## config.mk

```make
export PLATFORM = sky130hd
export DESIGN_NAME = class_decision
export DESIGN_NICKNAME = d
export VERILOG_FILES = /design/src/rtl/class_decision.sv
export SDC_FILE = /design/constraint.sdc
export NUM_CORES = 1
export LEC_CHECK = 0
export CORE_MARGIN = 2
export CORE_UTILIZATION = 55
export CTS_CLUSTER_SIZE = 14
export DETAILED_ROUTE_END_ITERATION = 12
export PLACE_DENSITY = 0.86
export SYNTH_ARGS = -nofsm -noshare
export SYNTH_HDL_FRONTEND = slang
export SYNTH_SLANG_ARGS = --single-unit
export TNS_END_PERCENT = 1
```

## constraint.sdc

```tcl
create_clock -name clk_i -period 4.8 [get_ports clk_i]
set_clock_uncertainty 0.1 [all_clocks]
set_input_delay 0.72 -clock clk_i [delete_from_list [all_inputs] [get_ports clk_i]]
set_output_delay 0.72 -clock clk_i [all_outputs]
set_load 0.02 [all_outputs]
```

## src/rtl/class_decision.sv

```systemverilog
// class_decision: accumulates NUM_CLASSES signed scores per frame and emits
// a one-hot class decision per frame on a valid/ready/last stream. Class 0
// (wake) only wins when it clears WAKE_THRESHOLD and is at least as large as
// every other class score.
module class_decision #(
  parameter int NUM_CLASSES    = 3,
  parameter int SCORE_BW       = 8,
  parameter int WAKE_THRESHOLD = 0
) (
  input  logic                       clk_i,
  input  logic                       rst_n_i,
  input  logic signed [SCORE_BW-1:0] data_i,
  input  logic                       valid_i,
  input  logic                       last_i,
  output logic                       ready_o,
  output logic [NUM_CLASSES-1:0]     data_o,
  output logic                       valid_o,
  output logic                       last_o,
  input  logic                       ready_i,
  output logic                       err_o
);

  localparam int CNT_W = (NUM_CLASSES > 1) ? $clog2(NUM_CLASSES) : 1;
  localparam logic [CNT_W-1:0]           LAST_IDX  = CNT_W'(NUM_CLASSES - 1);
  localparam logic signed [SCORE_BW-1:0] THRESHOLD = SCORE_BW'(WAKE_THRESHOLD);
  localparam logic [NUM_CLASSES-1:0]     WAKE_HOT  = NUM_CLASSES'(1);

  typedef enum logic {
    ACCUM,
    HOLD
  } state_t;

  state_t                      state_q, state_d;
  logic [CNT_W-1:0]            cnt_q, cnt_d;
  logic signed [SCORE_BW-1:0]  score0_q, score0_d;
  logic signed [SCORE_BW-1:0]  best_rest_q, best_rest_d;
  logic [CNT_W-1:0]            best_idx_q, best_idx_d;
  logic [NUM_CLASSES-1:0]      data_q, decision;
  logic                        err_q;

  logic in_xfer, out_xfer, at_last_idx, ending, frame_err;

  // Handshake and frame-boundary qualifiers.
  assign valid_o     = (state_q == HOLD);
  assign last_o      = valid_o;
  assign data_o      = data_q;
  assign err_o       = err_q;
  assign ready_o     = ~valid_o | ready_i;
  assign in_xfer     = valid_i & ready_o;
  assign out_xfer    = valid_o & ready_i;
  assign at_last_idx = (cnt_q == LAST_IDX);
  assign ending      = in_xfer & (last_i | at_last_idx);
  assign frame_err   = in_xfer & (last_i ? ~at_last_idx : at_last_idx);

  // Score tracking and the decision, both including the beat being accepted.
  always_comb begin
    // NOTE: every variable gets a default first so no path leaves it
    // unassigned; otherwise synthesis infers a latch to hold the old value.
    cnt_d       = cnt_q;
    score0_d    = score0_q;
    best_rest_d = best_rest_q;
    best_idx_d  = best_idx_q;
    decision    = '0;
    if (in_xfer) begin
      if (cnt_q == '0) begin
        score0_d = data_i;
      end else if ((cnt_q == CNT_W'(1)) || (data_i > best_rest_q)) begin
        // Strictly greater keeps ties on the lowest index.
        best_rest_d = data_i;
        best_idx_d  = cnt_q;
      end
      cnt_d = ending ? '0 : cnt_q + CNT_W'(1);
    end
    if (cnt_q == '0) begin
      // Frame cut short on beat 0: only class 0 exists to be judged.
      decision = (data_i >= THRESHOLD) ? WAKE_HOT : '0;
    end else if ((score0_q >= THRESHOLD) && (score0_q >= best_rest_d)) begin
      decision = WAKE_HOT;
    end else begin
      decision = WAKE_HOT << best_idx_d;
    end
  end

  // Next-state logic: a decision is held until accepted, and a simultaneous
  // ending beat reloads it without a bubble.
  always_comb begin
    state_d = state_q;
    unique case (state_q)
      ACCUM:   if (ending) state_d = HOLD;
      HOLD:    if (out_xfer && !ending) state_d = ACCUM;
      default: state_d = ACCUM;
    endcase
  end

  // State, score and decision registers.
  always_ff @(posedge clk_i or negedge rst_n_i) begin
    if (!rst_n_i) begin
      state_q     <= ACCUM;
      cnt_q       <= '0;
      score0_q    <= '0;
      best_rest_q <= '0;
      best_idx_q  <= '0;
      data_q      <= '0;
    end else begin
      // NOTE: non-blocking assignments so every register samples the values
      // from before this edge, independent of statement order.
      state_q     <= state_d;
      cnt_q       <= cnt_d;
      score0_q    <= score0_d;
      best_rest_q <= best_rest_d;
      best_idx_q  <= best_idx_d;
      if (ending) begin
        data_q <= decision;
      end else if (out_xfer) begin
        data_q <= '0;
      end
    end
  end

  // Sticky frame-length error, cleared only by reset.
  always_ff @(posedge clk_i or negedge rst_n_i) begin
    if (!rst_n_i) begin
      err_q <= 1'b0;
    end else if (frame_err) begin
      err_q <= 1'b1;
    end
  end

endmodule

```

# == After elaboration in Yosys (flattened, before gate mapping) ==
# Cells that the tools add are included.
# word_totals
reg_bits,25
ramBits,0
latchBits,0
mem_count,0
inputBits,13
rom_bits,0
# op_classes
n_reduce_logical,7
magnitude_cmp,4
multipliers,0
bitwise,8
add_sub_neg,1
n_eq_ne,2
n_mux,16
shift,1
div_mod_pow,0
# ops
op,n
$mux 8,3
$ge 8x1->1 const B,2
$mux 3,4
$ge 8x8->1,1
$gt 8x8->1,1
$mux 2,4
$and 1x1->1,4
$mux 1,4
$shl 1x2->3 const A,1
$add 2x1->2 const B,1
$eq 2x1->1 const B,1
$eq 2x2->1 const B,1
$logic_and 1x1->1,2
$logic_not 2->1,1
$not 1->1,2
$or 1x1->1,2
$pmux 1 s2,1
$reduce_and 2->1,1
$reduce_bool 2->1,1
$logic_not 1->1,1
$logic_or 1x1->1,1

# == Logic depth before layout (Yosys ltp) ==
# Gate-level depths: netlist (run 1).
# depth
word_depth,10
depth_mapped,15

# == Worst setup path after synthesis (run 1) ==
# OpenSTA, ideal clock, no wires.
# synth_path
path_type,input to register
start,in data_i[6]
end,"reg data_q[0], in the netlist data_o[0]"
t_arrival_ns,3.505
setup_ns,0.128
path_stages,14
setup_slack_ns,1.067
path_cell_list,ha_1 -> nand4_1 -> or4_4 -> nand3_4 -> nor2_4 -> buf_12 -> mux2i_2 -> ha_1 -> a21o_1 -> a2111oi_0 -> o21ai_0 -> a21oi_1 -> a2bb2oi_1 -> o21ai_0
# synth_via
elab_chain_cells,10
# synth_rtl
item,line_no,rtl
start: declaration,12,"input logic signed [SCORE_BW-1:0] data_i,"
$gt 8x8->1,67,end else if ((cnt_q == CNT_W'(1)) || (data_i > best_rest_q)) begin
$logic_or 1x1->1,67,
$mux 8,67,
$mux 8,65,if (cnt_q == '0) begin
$mux 8,64,if (in_xfer) begin
$ge 8x8->1,77,end else if ((score0_q >= THRESHOLD) && (score0_q >= best_rest_d)) begin
$logic_and 1x1->1,77,
$mux 3,77,
$mux 3 (*),74,if (cnt_q == '0) begin
$mux 3 (*),112,if (ending) begin
end signal: assignment,113,data_q <= decision;
end: declaration,38,"logic [NUM_CLASSES-1:0] data_q, decision;"
# Every way passes the cells marked *; elsewhere a longest branch is shown, timed or not.
# A chain may end at the register's enable or synchronous reset.

# == Final worst setup path (run 1) ==
# layout_path
start,in data_i[7]
end,"reg data_q[0], in the netlist data_o[0]"
# Same word-level chain as after synthesis.

==> results.json, run 1 <==
{
  "synth_area_leaders": "dfrtp_1, ha_1, mux2i_2, mux2_2, inv_1",
  "synth-compound-area-share_pct": 10.88,
  "tightest_slew_ns": 1.087,
  "synthMostInstantiatedCell": "dfrtp_1",
  "hold_viol_final": 0,
  "ys_seq_area_share_pct": 39.43,
  "synth-seq-cells": 25,
  "initial_core_util_pct": 57.53,
  "drt_wl_total_um": 2840,
  "synth_top_family_by_area": "adder cells",
  "antenna_cells": 0,
  "hold_buffers": 0,
  "drv_slew": 0,
  "drt_iter0_markers": 24,
  "finalSetupTns_ns": 0,
  "htree_levels": 1,
  "slew_headroom_pct": 27.28,
  "synth_cells": 147,
  "detail_route.drc_violations": 0,
  "synthFlopType": "dfrtp_1",
  "path_class": "input port to register",
  "synth_area_per_cell_um2": 10.79,
  "nNetsFinal": 201,
  "first_global_vias": 1055,
  "clk_pin_slew_worst_paths_ns": 0.13,
  "grt_util_all_layers_pct": 18.30,
  "post_cts_buffers": 0,
  "vias": 1134,
  "hold_depth": 1,
  "synthTopCellsByCount": "dfrtp_1, ha_1, inv_1",
  "cp-end-kind": "register",
  "cts.sinks": 25,
  "vias_per_cell": 5.727,
  "setup-violations-final": 0,
  "fillers": 209,
  "drv_cap": 0,
  "critPathArrivalTime_ns": 4.33,
  "startpoint_type": "input port",
  "grt_max_degree": 26,
  "synth_edf_count": 0,
  "muxShareOfSynthArea_pct": 14.27,
  "synth_xor_area_share_pct": 0,
  "yosysUniqueCellTypes": 33,
  "syn_area_um2": 1587,
  "status": "complete, no violations",
  "async_reset_ff_share_pct": 100.0,
  "power_density_nw_per_um2": 547.7,
  "gp_congestion": 0.8390,
  "die_area_um2": 3330,
  "ir_drop_uv": 364.1,
  "antenna_found_initial": 0,
  "max_freq_mhz": 237.4,
  "path_max_fanout": 11,
  "core-area_um2": 2758,
  "synthAdderAreaFrac_pct": 15.77,
  "rows": 19,
  "dp_hpwl_um": 2243,
  "cts_root_buffer": "clkbuf_4",
  "cts_buffer_depth": 2,
  "area_growth_pct": 13.88,
  "syn_nets": 180,
  "fin_util_pct": 65.52,
  "clk-insertion-delay-late_ns": 0.32,
  "numCtsBuffers": 3,
  "layout-drive-gt1-share_pct": 20.96,
  "die_w_um": 57.71,
  "period_minus_slack_ns": 4.212,
  "io_pins": 20,
  "dr.pass1.iters": 5,
  "io_buffers": 19,
  "leakagePower_nw": 0.8279,
  "yosys.area.top_type_share_pct": 39.43,
  "worstPathRequired_ns": 4.92,
  "finalCritPeriodShare_pct": 87.74,
  "post_cts_resized": 0,
  "r2r_cells": 14,
  "wl_per_cell_um": 14.34,
  "synth_top_cell_by_area": "dfrtp_1",
  "detail-route-antenna-nets": 0,
  "grt_setup_unrepaired": "no",
  "power.total_uw": 989.6,
  "die_h_um": 57.71,
  "synth_warnings": 0,
  "tritoncts": "yes",
  "holdWs_ns": 0.3746,
  "synth-simple-area-share_pct": 12.46,
  "grt_pass1_wl_um": 4616,
  "hp-class": "register to register",
  "grt-ovfl-total": 0
}
metrics by stage:
stage	std cells	cell area, um2	worst slack, ns
3_3_place_gp	194	1780	0.4175
4_1_cts	198	1807	0.5867
5_1_grt	198	1807	0.2650
3_5_place_dp	194	1780	0.2342
2_1_floorplan	147	1587	1.067
6_report	198	1807	0.5883
flip-flops by register name (all words and copies together) (netlist names):
| name | cells |
|---|---|
| score0_q | 8 |
| cnt_q | 2 |
| last_o | 1 |
| best_rest_q | 8 |
| best_idx_q | 2 |
| data_o | 3 |
| err_o | 1 |
worst paths after layout:
path | from | to | slack (ns)
worst min-delay path | err_o$_DFFE_PN0P_ | err_o$_DFFE_PN0P_ | 0.37
worst max-delay path | data_i[7] | data_o[0]$_DFFE_PN0P_ | 0.59
worst min register to register | err_o$_DFFE_PN0P_ | err_o$_DFFE_PN0P_ | 0.37
min in group asynchronous | rst_n_i | score0_q[0]$_DFFE_PN0P_ | 0.87
max in group asynchronous | rst_n_i | score0_q[4]$_DFFE_PN0P_ | 3.08
worst max register to register | cnt_q[1]$_DFFE_PN0P_ | data_o[0]$_DFFE_PN0P_ | 1.00
routing by layer:
layer  routed length (um)  global-route usage (%)
met5                    0                       0
met4                   75                   9.635
met3                   91                   2.902
met2                 1404                   29.87
met1                 1269                   23.41
logic make-up (layout without fill, tap and decap cells):
logic type,after synthesis,after routing
muxes,18,18
and+or+nand+nor,35,35
adders and majority gates,20,20
DFF,25,25
AOI/OAI and AO/OA,25,25
buffers and inverters,24,44
final cells by class:
| class | count | area (um2) | share of cell area (%) |
|---|---|---|---|
| inverters | 21 | 78.83 | 4.363 |
| flip-flops and latches | 25 | 625.6 | 34.63 |
| well taps | 31 | 38.79 | 2.147 |
| repair buffers | 19 | 190.2 | 10.53 |
| multi-input cells | 98 | 847.1 | 46.88 |
| clock buffers | 4 | 26.28 | 1.454 |
layout by cell type (no fill, tap or decap), types with 2 or more instances in the layout:
cell type         n
a211oi_1          2
a21o_1            2
a21oi_1           4
clkbuf_4          3
clkdlybuf4s50_1  19
dfrtp_1          25
ha_1             20
inv_1            14
inv_2             7
mux2_2            8
mux2_4            2
mux2i_2           7
nand2_1          13
nand2b_1          5
nor2_1            4
nor2b_1           4
nor3_1            2
o21ai_0          10
o41a_2            2
critical path, stage by stage:
cell	delay, ns
clkdlybuf4s50_1	0.48
ha_1	0.35
nor4b_1	0.24
o21ai_0	0.15
a211oi_2	0.42
nor2_4	0.20
mux2i_2	0.26
ha_1	0.28
a21o_1	0.18
a2111oi_0	0.41
o21ai_0	0.15
a21oi_1	0.22
a2bb2oi_1	0.17
o21ai_0	0.09
report_power, final:
group | switching [mW] | leakage [nW] | internal [mW] | total [mW]
logic | 0.273 | 0.511 | 0.259 | 0.532
registers | 0.0662 | 0.302 | 0.299 | 0.365
clock network | 0.0597 | 0.0150 | 0.0325 | 0.0922
Power figures use the tool's default switching activity.
==> run 2: changes to the inputs <==
--- a/config.mk
+++ b/config.mk
@@ -9,6 +9,7 @@
 export CORE_UTILIZATION = 55
 export CTS_CLUSTER_SIZE = 14
 export DETAILED_ROUTE_END_ITERATION = 12
+export GPL_TIMING_DRIVEN = 0
 export PLACE_DENSITY = 0.86
 export SYNTH_ARGS = -nofsm -noshare
 export SYNTH_HDL_FRONTEND = slang
==> constraint.sdc (replaced) <==
create_clock -name clk_i -period 5.3 [get_ports clk_i]
set_clock_uncertainty 0.1 [all_clocks]
set_input_delay 0.795 -clock clk_i [delete_from_list [all_inputs] [get_ports clk_i]]
set_output_delay 0.795 -clock clk_i [all_outputs]
set_load 0.02 [all_outputs]
==> run 2 against run 1 <==
Compared with the run above: non-clock buffer count grew 3; critical endpoint unchanged; routed wire length shrank 3.4%; sequential power shrank 10%; global-route usage grew 0.47 points; sequential share of layout area shrank 0.66 points; die area is the same; setup slack gained 0.37 ns; flip-flop and latch count is the same; register-to-register slack gained 0.49 ns.
==> results.json, run 2 (synthesis gave the netlist of run 1 again) <==
{
  "antenna_cells": 0,
  "grt_max_degree": 26,
  "first_global_vias": 1099,
  "critPathArrivalTime_ns": 4.46,
  "hold_buffers": 0,
  "antenna_found_initial": 0,
  "finalSetupTns_ns": 0,
  "slew_headroom_pct": 25.15,
  "htree_levels": 1,
  "clk_pin_slew_worst_paths_ns": 0.14,
  "power_density_nw_per_um2": 488.3,
  "hold_start": "err_o$_DFFE_PN0P_",
  "layout_common_cells": "dfrtp_1, ha_1, clkdlybuf4s50_1, inv_1, nand2_1",
  "cts.sinks": 25,
  "initial_core_util_pct": 57.53,
  "path_max_fanout": 10,
  "r2r_cells": 15,
  "period_minus_slack_ns": 4.345,
  "die_w_um": 57.71,
  "hp-class": "register to register",
  "grt_pass1_wl_um": 4843,
  "leakagePower_nw": 0.8458,
  "fillers": 220,
  "vias_per_cell": 5.473,
  "final_common_cell": "dfrtp_1",
  "io_pins": 20,
  "met1_usage_pct": 26.93,
  "hold_path_end": "err_o$_DFFE_PN0P_",
  "grt-ovfl-total": 0,
  "cts_buffer_depth": 2,
  "grt_setup_unrepaired": "no",
  "area_growth_pct": 16.09,
  "io_buffers": 19,
  "post_cts_resized": 0,
  "detail-route-antenna-nets": 0,
  "layout-drive-gt1-share_pct": 22.35,
  "hold_depth": 1,
  "met3_usage_pct": 2.009,
  "power.total_uw": 899.3,
  "dr.pass1.iters": 4,
  "drv_cap": 0,
  "cts_root_buffer": "clkbuf_4",
  "dp_hpwl_um": 2167,
  "ir_drop_uv": 318.8,
  "numCtsBuffers": 3,
  "cp-end-kind": "register",
  "tritoncts": "yes",
  "clk-insertion-delay-late_ns": 0.31,
  "worstPathRequired_ns": 5.41,
  "drv_slew": 0,
  "wl_per_cell_um": 13.65,
  "die_area_um2": 3330,
  "hold_viol_final": 0,
  "vias": 1100,
  "finalCritPeriodShare_pct": 81.98,
  "die_h_um": 57.71,
  "tightest_slew_ns": 1.119,
  "ff2ff_setup_slack_ns": 1.49,
  "detail_route.drc_violations": 0,
  "rows": 19,
  "gp_congestion": 0.7867,
  "reg2reg_to": "data_o[0]$_DFFE_PN0P_",
  "core-area_um2": 2758,
  "grt_util_all_layers_pct": 18.77,
  "post_cts_buffers": 0,
  "status": "complete, no violations",
  "setup-violations-final": 0,
  "startpoint_type": "input port",
  "nNetsFinal": 204,
  "drt_iter0_markers": 23,
  "max_freq_mhz": 230.2,
  "use_met2_pct": 30.52,
  "r2r-start": "cnt_q[1]$_DFFE_PN0P_",
  "busiest_layer": "met2",
  "drt_wl_total_um": 2743,
  "path_class": "input port to register"
}
run 2: area by class of cell:
class	count	area (um2)	share of cell area, %
Buffer	3	35.03	1.902
Sequential cell	25	625.6	33.97
Tap cell	31	38.79	2.106
Clock buffer	4	26.28	1.427
Inverter	21	78.83	4.280
Multi-Input combinational cell	98	847.1	45.99
Timing Repair Buffer	19	190.2	10.33
run 2: routing by layer:
layer	part of all wire [%]	routed length, um
met1	48	1323
met2	48	1320
met3	2.4	66
met4	1.2	33
met5	0	0
run 2: critical path: stages:
cell and delay, ns:
clkdlybuf4s50_1 0.49, ha_1 0.35, nor4b_1 0.21, o21ai_0 0.14, a211oi_2 0.43, nor2_4 0.10
buf_12 0.17, mux2i_2 0.22, ha_1 0.29, a21o_1 0.19, a2111oi_0 0.40, o21ai_0 0.18
a21oi_1 0.23, a2bb2oi_1 0.17, o21ai_0 0.09
run 2: metrics by stage:
stage | hold WS, ns | util [%] | cells | worst slack [ns] | cell area (um2)
after detailed placement | 0.3507 | 65.83 | 197 | 0.6107 | 1815
after global routing | 0.4014 | 66.79 | 201 | 0.6430 | 1842
after global placement | 0.3390 | 65.83 | 197 | 0.6988 | 1815
final | 0.3777 | 66.79 | 201 | 0.9553 | 1842
after floorplan | 0.3498 | - | 147 | 1.492 | 1587
after CTS | 0.3817 | 66.79 | 201 | 0.9581 | 1842
run 2: power by group:
part           internal [mW]  switching [mW]
Sequential             0.271          0.0579
Combinational          0.244           0.242
Clock                 0.0294          0.0552
Total                  0.544           0.355
run 2: worst max-delay path by stage:
stage / startpoint / endpoint / slack [ns] / cells after the start
after floorplan: data_i[6] / data_o[0]$_DFFE_PN0P_ / 1.49 / 14
after global placement: data_i[7] / data_o[0]$_DFFE_PN0P_ / 0.70 / 15
after detailed placement: data_i[7] / data_o[0]$_DFFE_PN0P_ / 0.61 / 15
after CTS: data_i[7] / data_o[0]$_DFFE_PN0P_ / 0.96 / 15
after global routing: data_i[7] / data_o[0]$_DFFE_PN0P_ / 0.64 / 15
final: data_i[7] / data_o[0]$_DFFE_PN0P_ / 0.96 / 15
